File: config.mk
export PLATFORM = sky130hd
export DESIGN_NAME = mbtrain_vref_sweep_ctrl
export DESIGN_NICKNAME = d
export VERILOG_FILES = /design/src/rtl/mbtrain_vref_sweep_ctrl.sv
export SDC_FILE = /design/constraint.sdc
export NUM_CORES = 1
export LEC_CHECK = 0
export ABC_AREA = 1
export BUFFER_PORTS_ARGS = -buffer_cell sky130_fd_sc_hd__buf_2
export CORE_MARGIN = 4
export CORE_UTILIZATION = 55
export CTS_CLUSTER_DIAMETER = 120
export DETAILED_ROUTE_END_ITERATION = 16
export PLACE_DENSITY = 0.83
export SLEW_MARGIN = 20
export SYNTH_ARGS = -nofsm -noshare
export SYNTH_HDL_FRONTEND = slang
export SYNTH_SLANG_ARGS = --single-unit
File: constraint.sdc
create_clock -name clk -period 2.6 [get_ports clk]
set_clock_uncertainty 0.2 [all_clocks]
set_input_delay 0.13 -clock clk [delete_from_list [all_inputs] [get_ports clk]]
set_output_delay 0.13 -clock clk [all_outputs]
set_load 0.005 [all_outputs]
File: src/rtl/mbtrain_vref_sweep_ctrl.sv
// mbtrain_vref_sweep_ctrl
//
// MBTRAIN VREF calibration sequencer. The block steps the receiver VREF code
// from 0 to 2^CODE_W-1. For each code it holds the code for SETTLE_CYC cycles
// and then runs one point-test handshake with the VREF-cal TX block. A code
// passes only when every lane passes. The block tracks the widest contiguous
// passing window and reports that window's centre code.
//
// Optional feature: define VREF_SWEEP_TIMEOUT_EN to add a per-code watchdog.
// The watchdog turns a missing ack into a failing code after TIMEOUT_CYC RUN
// cycles. Without the macro, RUN waits for the ack with no limit.
//
// Ports:
//   clk, rst                     clock, asynchronous active-high reset
//   i_en                         level enable; low returns the FSM to IDLE
//   i_start                      start a sweep (accepted only in IDLE)
//   i_mainband_or_valtrain_test  test select, latched at start
//   i_child_test_ack             child test complete (level)
//   i_rx_lanes_result            per-lane pass/fail, valid with the ack
//   o_child_en                   enable to the VREF cal TX block
//   o_mainband_or_valtrain_test  latched test select
//   o_vref_code                  VREF code currently applied
//   o_busy                       sweep in progress
//   o_done                       results valid (held until the next start)
//   o_pass                       best window length >= MIN_WINDOW
//   o_best_code                  centre code of the best window
module mbtrain_vref_sweep_ctrl #(
  parameter int CODE_W      = 4,
  parameter int NUM_LANES   = 16,
  parameter int SETTLE_CYC  = 4,
  parameter int MIN_WINDOW  = 2,
  parameter int TIMEOUT_CYC = 1024
) (
  input  logic                 clk,
  input  logic                 rst,
  input  logic                 i_en,
  input  logic                 i_start,
  input  logic                 i_mainband_or_valtrain_test,
  input  logic                 i_child_test_ack,
  input  logic [NUM_LANES-1:0] i_rx_lanes_result,
  output logic                 o_child_en,
  output logic                 o_mainband_or_valtrain_test,
  output logic [CODE_W-1:0]    o_vref_code,
  output logic                 o_busy,
  output logic                 o_done,
  output logic                 o_pass,
  output logic [CODE_W-1:0]    o_best_code
);

  localparam logic [2:0] S_IDLE  = 3'd0;
  localparam logic [2:0] S_APPLY = 3'd1;
  localparam logic [2:0] S_RUN   = 3'd2;
  localparam logic [2:0] S_EVAL  = 3'd3;
  localparam logic [2:0] S_GAP   = 3'd4;
  localparam logic [2:0] S_DONE  = 3'd5;

  // Window lengths go up to 2^CODE_W, so they need one bit more than a code.
  localparam int LEN_W = CODE_W + 1;
  localparam int ST_W  = $clog2(SETTLE_CYC + 1);

  localparam logic [ST_W-1:0]   SETTLE_LAST = ST_W'(SETTLE_CYC - 1);
  localparam logic [CODE_W-1:0] CODE_LAST   = {CODE_W{1'b1}};
  localparam logic [LEN_W-1:0]  MIN_LEN     = LEN_W'(MIN_WINDOW);

  logic [2:0]        state;
  logic [ST_W-1:0]   settle_cnt;
  logic [CODE_W-1:0] code;
  logic              code_pass;
  logic [CODE_W-1:0] cur_start;
  logic [LEN_W-1:0]  cur_len;
  logic [CODE_W-1:0] best_start;
  logic [LEN_W-1:0]  best_len;
  logic              test_sel;
  logic              done_q;
  logic              pass_q;
  logic [CODE_W-1:0] best_code_q;

`ifdef VREF_SWEEP_TIMEOUT_EN
  localparam int WD_W = $clog2(TIMEOUT_CYC + 1);
  localparam logic [WD_W-1:0] WD_LAST = WD_W'(TIMEOUT_CYC - 1);
  logic [WD_W-1:0] wdog;
`endif

  // Window bookkeeping used by EVAL. open_start is the start of the window
  // that contains the current code (a new window starts here if none is open).
  logic [LEN_W-1:0]  cur_len_inc;
  logic [CODE_W-1:0] open_start;
  logic [LEN_W-1:0]  close_len;
  logic              closing;
  logic [LEN_W-1:0]  best_len_m1;
  logic [CODE_W-1:0] res_code;
  logic              res_pass;

  always_comb begin
    cur_len_inc = cur_len + 1'b1;
    open_start  = (cur_len == '0) ? code : cur_start;
    close_len   = code_pass ? cur_len_inc : cur_len;
    // A pass on the last code still closes the window so it can be ranked.
    closing     = !code_pass || (code == CODE_LAST);
    best_len_m1 = best_len - 1'b1;
    if (best_len == '0) begin
      res_code = '0;
      res_pass = 1'b0;
    end else begin
      res_code = best_start + best_len_m1[CODE_W:1];
      res_pass = (best_len >= MIN_LEN);
    end
  end

  always_ff @(posedge clk or posedge rst) begin
    if (rst) begin
      state       <= S_IDLE;
      settle_cnt  <= '0;
      code        <= '0;
      code_pass   <= 1'b0;
      cur_start   <= '0;
      cur_len     <= '0;
      best_start  <= '0;
      best_len    <= '0;
      test_sel    <= 1'b0;
      done_q      <= 1'b0;
      pass_q      <= 1'b0;
      best_code_q <= '0;
`ifdef VREF_SWEEP_TIMEOUT_EN
      wdog        <= '0;
`endif
    end else if (!i_en) begin
      // Abandon any sweep in progress; published results stay untouched.
      state <= S_IDLE;
    end else begin
      case (state)
        S_IDLE: begin
          if (i_start) begin
            done_q     <= 1'b0;
            code       <= '0;
            cur_start  <= '0;
            cur_len    <= '0;
            best_start <= '0;
            best_len   <= '0;
            test_sel   <= i_mainband_or_valtrain_test;
            settle_cnt <= '0;
            state      <= S_APPLY;
          end
        end
        S_APPLY: begin
          if (settle_cnt == SETTLE_LAST) begin
            state <= S_RUN;
`ifdef VREF_SWEEP_TIMEOUT_EN
            wdog  <= '0;
`endif
          end else begin
            settle_cnt <= settle_cnt + 1'b1;
          end
        end
        S_RUN: begin
          if (i_child_test_ack) begin
            code_pass <= &i_rx_lanes_result;
            state     <= S_EVAL;
          end
`ifdef VREF_SWEEP_TIMEOUT_EN
          else if (wdog == WD_LAST) begin
            code_pass <= 1'b0;
            state     <= S_EVAL;
          end else begin
            wdog <= wdog + 1'b1;
          end
`endif
        end
        S_EVAL: begin
          if (closing) begin
            // Strictly longer replaces the best, so the first of equal windows wins.
            if (close_len > best_len) begin
              best_len   <= close_len;
              best_start <= open_start;
            end
            cur_len <= '0;
          end else begin
            cur_len   <= cur_len_inc;
            cur_start <= open_start;
          end
          state <= S_GAP;
        end
        S_GAP: begin
          // The terminal test sits here so the code counter never wraps.
          if (code == CODE_LAST) begin
            done_q      <= 1'b1;
            pass_q      <= res_pass;
            best_code_q <= res_code;
            state       <= S_DONE;
          end else begin
            code       <= code + 1'b1;
            settle_cnt <= '0;
            state      <= S_APPLY;
          end
        end
        S_DONE: begin
          state <= S_IDLE;
        end
        default: begin
          state <= S_IDLE;
        end
      endcase
    end
  end

  assign o_child_en                  = (state == S_RUN);
  assign o_busy                      = (state == S_APPLY) || (state == S_RUN) ||
                                       (state == S_EVAL)  || (state == S_GAP);
  assign o_vref_code                 = code;
  assign o_mainband_or_valtrain_test = test_sel;
  assign o_done                      = done_q;
  assign o_pass                      = pass_q;
  assign o_best_code                 = best_code_q;

endmodule

==> run metrics <==
status=finished clean; Clk pwr share=0.272; # clock sinks=36; yosys warns=0; final cycle utilization of the critical path=0.917; r2r setup slk=~0.21 ns; WL/cell=about 13 um; Seq pwr share=0.364; FILL cells=around 330; Post-synth EDFFs=0; synthesized area per cell=7.40 sq um; Cell Area, Synth=2300 sq um; Leak=approximately 1.5 nW; Post-synth ARST share=1.00; ratio of cells with drive above 1 in the final layout=0.165; synthesis-stage register bit count=36; Hold Path End=code_pass; I/O pin count=35; synthesized instance count=311; RR Startpoint=cur_len[0]; part of the power in combinational logic=0.364; Worst Setup SP=cur_len[0]; maximum clock path buffer count=2; IO buf count=34; ANT nets after route=0; Net Sw Power=between 600 and 700 uW; antenna violations before repair=0; chip width=72.7 um; endpoints failing setup=0; vias in the first global route=2105; max_cap viols=0; die area=5290 sq um; critical path arrival=2.37 ns; RR Endpoint=best_start[2]; clock slew at reported path FFs=0.07 ns; CTS tree=done; Primary FF master, synth=dfrtp_1; clock buffer count from CTS=5; switching share of total power=0.381; crit path max fanout=10; GPL Wtd Cong=roughly 0.9; Cells on Worst Hold Path=5; area grow syn2layout=20.5%; cell internal pwr=1.12 mW; P per Cell Area=between 600 and 700 nW/um^2; H-Tree Depth=2; Final Cell Area=2780 sq um; DRC Markers=0; detail-routed via count per cell=roughly 5.3; Worst-Margin Slew=0.349 ns; layout net count=approximately 400; Hold Crit Class=primary input to flip-flop; core box area=4030 sq um; via count=2199; # rows=23; final std cells w/o fill=414; worst hold start=i_rx_lanes_result[9]; initial detailed-routing violation count=120; largest net degree at the start of global routing=20; final hold slack=just under 0.04 ns; startpoint types=flip-flop; post-DP HPWL=3920 um; initial core utilization=0.571; number of library cell types mapped by synthesis=24; Clock Tree Root=clkbuf_8; Die Ht=72.7 um; max-slew violation count=0; slew margin rel.=0.766; Setup crit end kind=flip-flop; Tmin final=2.39 ns; gr ovfl total=0; Layout Utilization=0.689; Max IR drop VDD=0.359 mV; worst path required time=2.58 ns; Placed Instances=394; first-pass GRT wire length=9060 um; Final Hold Viols=0; Max Fclk=0.419 GHz; Post-DP Area=2530 sq um; Ant. Diodes=0; worst reg2reg path depth=15; critical path class=flip-flop to flip-flop; GRT Overall Usage=0.221; Pre-Repair DR Iteration Count=4; clk_lat worst skew=0.30 ns; Seq/Total Area, Yosys=0.391; Routed WL=around 5500 um; syn_nets=350
critical path, stage by stage (launching register included):
cell     delay, ns
dfrtp_2       0.45
ha_2          0.22
nand4_1       0.13
nand3_1       0.08
nand2_1       0.08
inv_1         0.04
ha_1          0.29
nand2_1       0.09
nor2_2        0.13
nand2_1       0.06
nand3_1       0.07
nand2_1       0.09
nand2_4       0.13
nand2_4       0.09
nand2_1       0.07
nand2_1       0.05
worst max path at each step:
stage	slack [ns]	depth (start not counted)	to
after floorplan	0.38	16	best_len[0]
after global placement	0.26	16	best_start[0]
after detailed placement	0.13	16	best_start[2]
after CTS	0.10	16	best_start[2]
after global routing	-0.007	15	best_start[2]
final	0.21	15	best_start[2]
final cells by class:
type | instances | area [sq um] | area share
clock buffer | 5 | 68.8 | 0.0248
clock inverter | 3 | 42.5 | 0.0153
tap | 50 | 62.6 | 0.0225
sequential | 36 | 902 | 0.325
timing repair buffer | 49 | 308 | 0.111
inverter | 41 | 154 | 0.0555
multi-input combinational | 230 | 1240 | 0.446
sequential cells by signal, indices dropped and copies added (netlist names):
| name | flops |
|---|---|
| o_vref_code | 4 |
| best_len | 5 |
| state | 3 |
| o_mainband_or_valtrain_test | 1 |
| settle_cnt | 3 |
| cur_len | 5 |
| o_best_code | 4 |
| code_pass | 1 |
| o_pass | 1 |
| o_done | 1 |
| cur_start | 4 |
| best_start | 4 |
stage by stage:
step                      TNS [ns]  worst slack (ns)  power (mW)
final                            0             0.215        1.80
after global routing      -0.00731          -0.00731        1.93
after CTS                        0             0.102        1.79
after detailed placement         0             0.132        1.27
after global placement           0             0.260        1.24
after floorplan                  0             0.384        1.12
layout by cell type (no fill, tap or decap), drive strengths merged, types with 5 or more instances in the layout:
cell,netlist,routed
nand4,10,10
a21oi,9,9
dlygate4sd3,0,10
dfrtp,36,36
ha,16,16
o21ai,17,17
nand2,109,109
inv,41,41
buf,3,39
xor2,6,6
nand3,32,32
clkbuf,1,5
nor2,20,20
power by group through the flow:
stage	logic, mW	registers, mW	clock network [mW]
after floorplan	0.480	0.641	0
after global routing	0.752	0.662	0.520
after global placement	0.580	0.662	0
after CTS	0.629	0.654	0.503
final	0.657	0.655	0.491
after detailed placement	0.604	0.665	0
cell usage after synthesis (2+ instances only):
library cell  instances  area, sq um
dfrtp_1              36          901
xnor2_1               4         35.0
buf_2                 2         10.0
nand4_1              10         62.6
o21ai_0              17         85.1
nand2_1             104          390
ha_1                 16          200
inv_1                39          146
xor2_1                6         52.6
nor2_1               18         67.6
inv_2                 2         7.51
nor3_1                3         15.0
nand2_2               4         25.0
nand3_1              32          160
a21oi_1               9         45.0
kinds of logic (layout without fill, tap and decap cells):
kind of cell / Yosys count / in the layout / synth area share
AOI/OAI and AO/OA: 28 / 28 / 0.0636
adders and majority gates: 17 / 17 / 0.0957
and+or+nand+nor: 175 / 175 / 0.334
DFF: 36 / 36 / 0.391
buffers and inverters: 45 / 98 / 0.0777
xor gates and xnor gates: 10 / 10 / 0.0380
metal layers:
metal  part of all wire  GRT usage  wire length, um
met3              0.051     0.0523              282
met2               0.50      0.377             2730
met4              0.021     0.0799              114
met5                  0          0                0
met1               0.43      0.271             2370
what timing repair did:
action,in CTS,in global routing
endpoints found under the hold margin,41,0
hold buffers,10,0
endpoints found under the setup margin,0,9
resized for setup,0,5
buffers inserted,0,2
No activity file was read; power rests on OpenSTA's default activity.
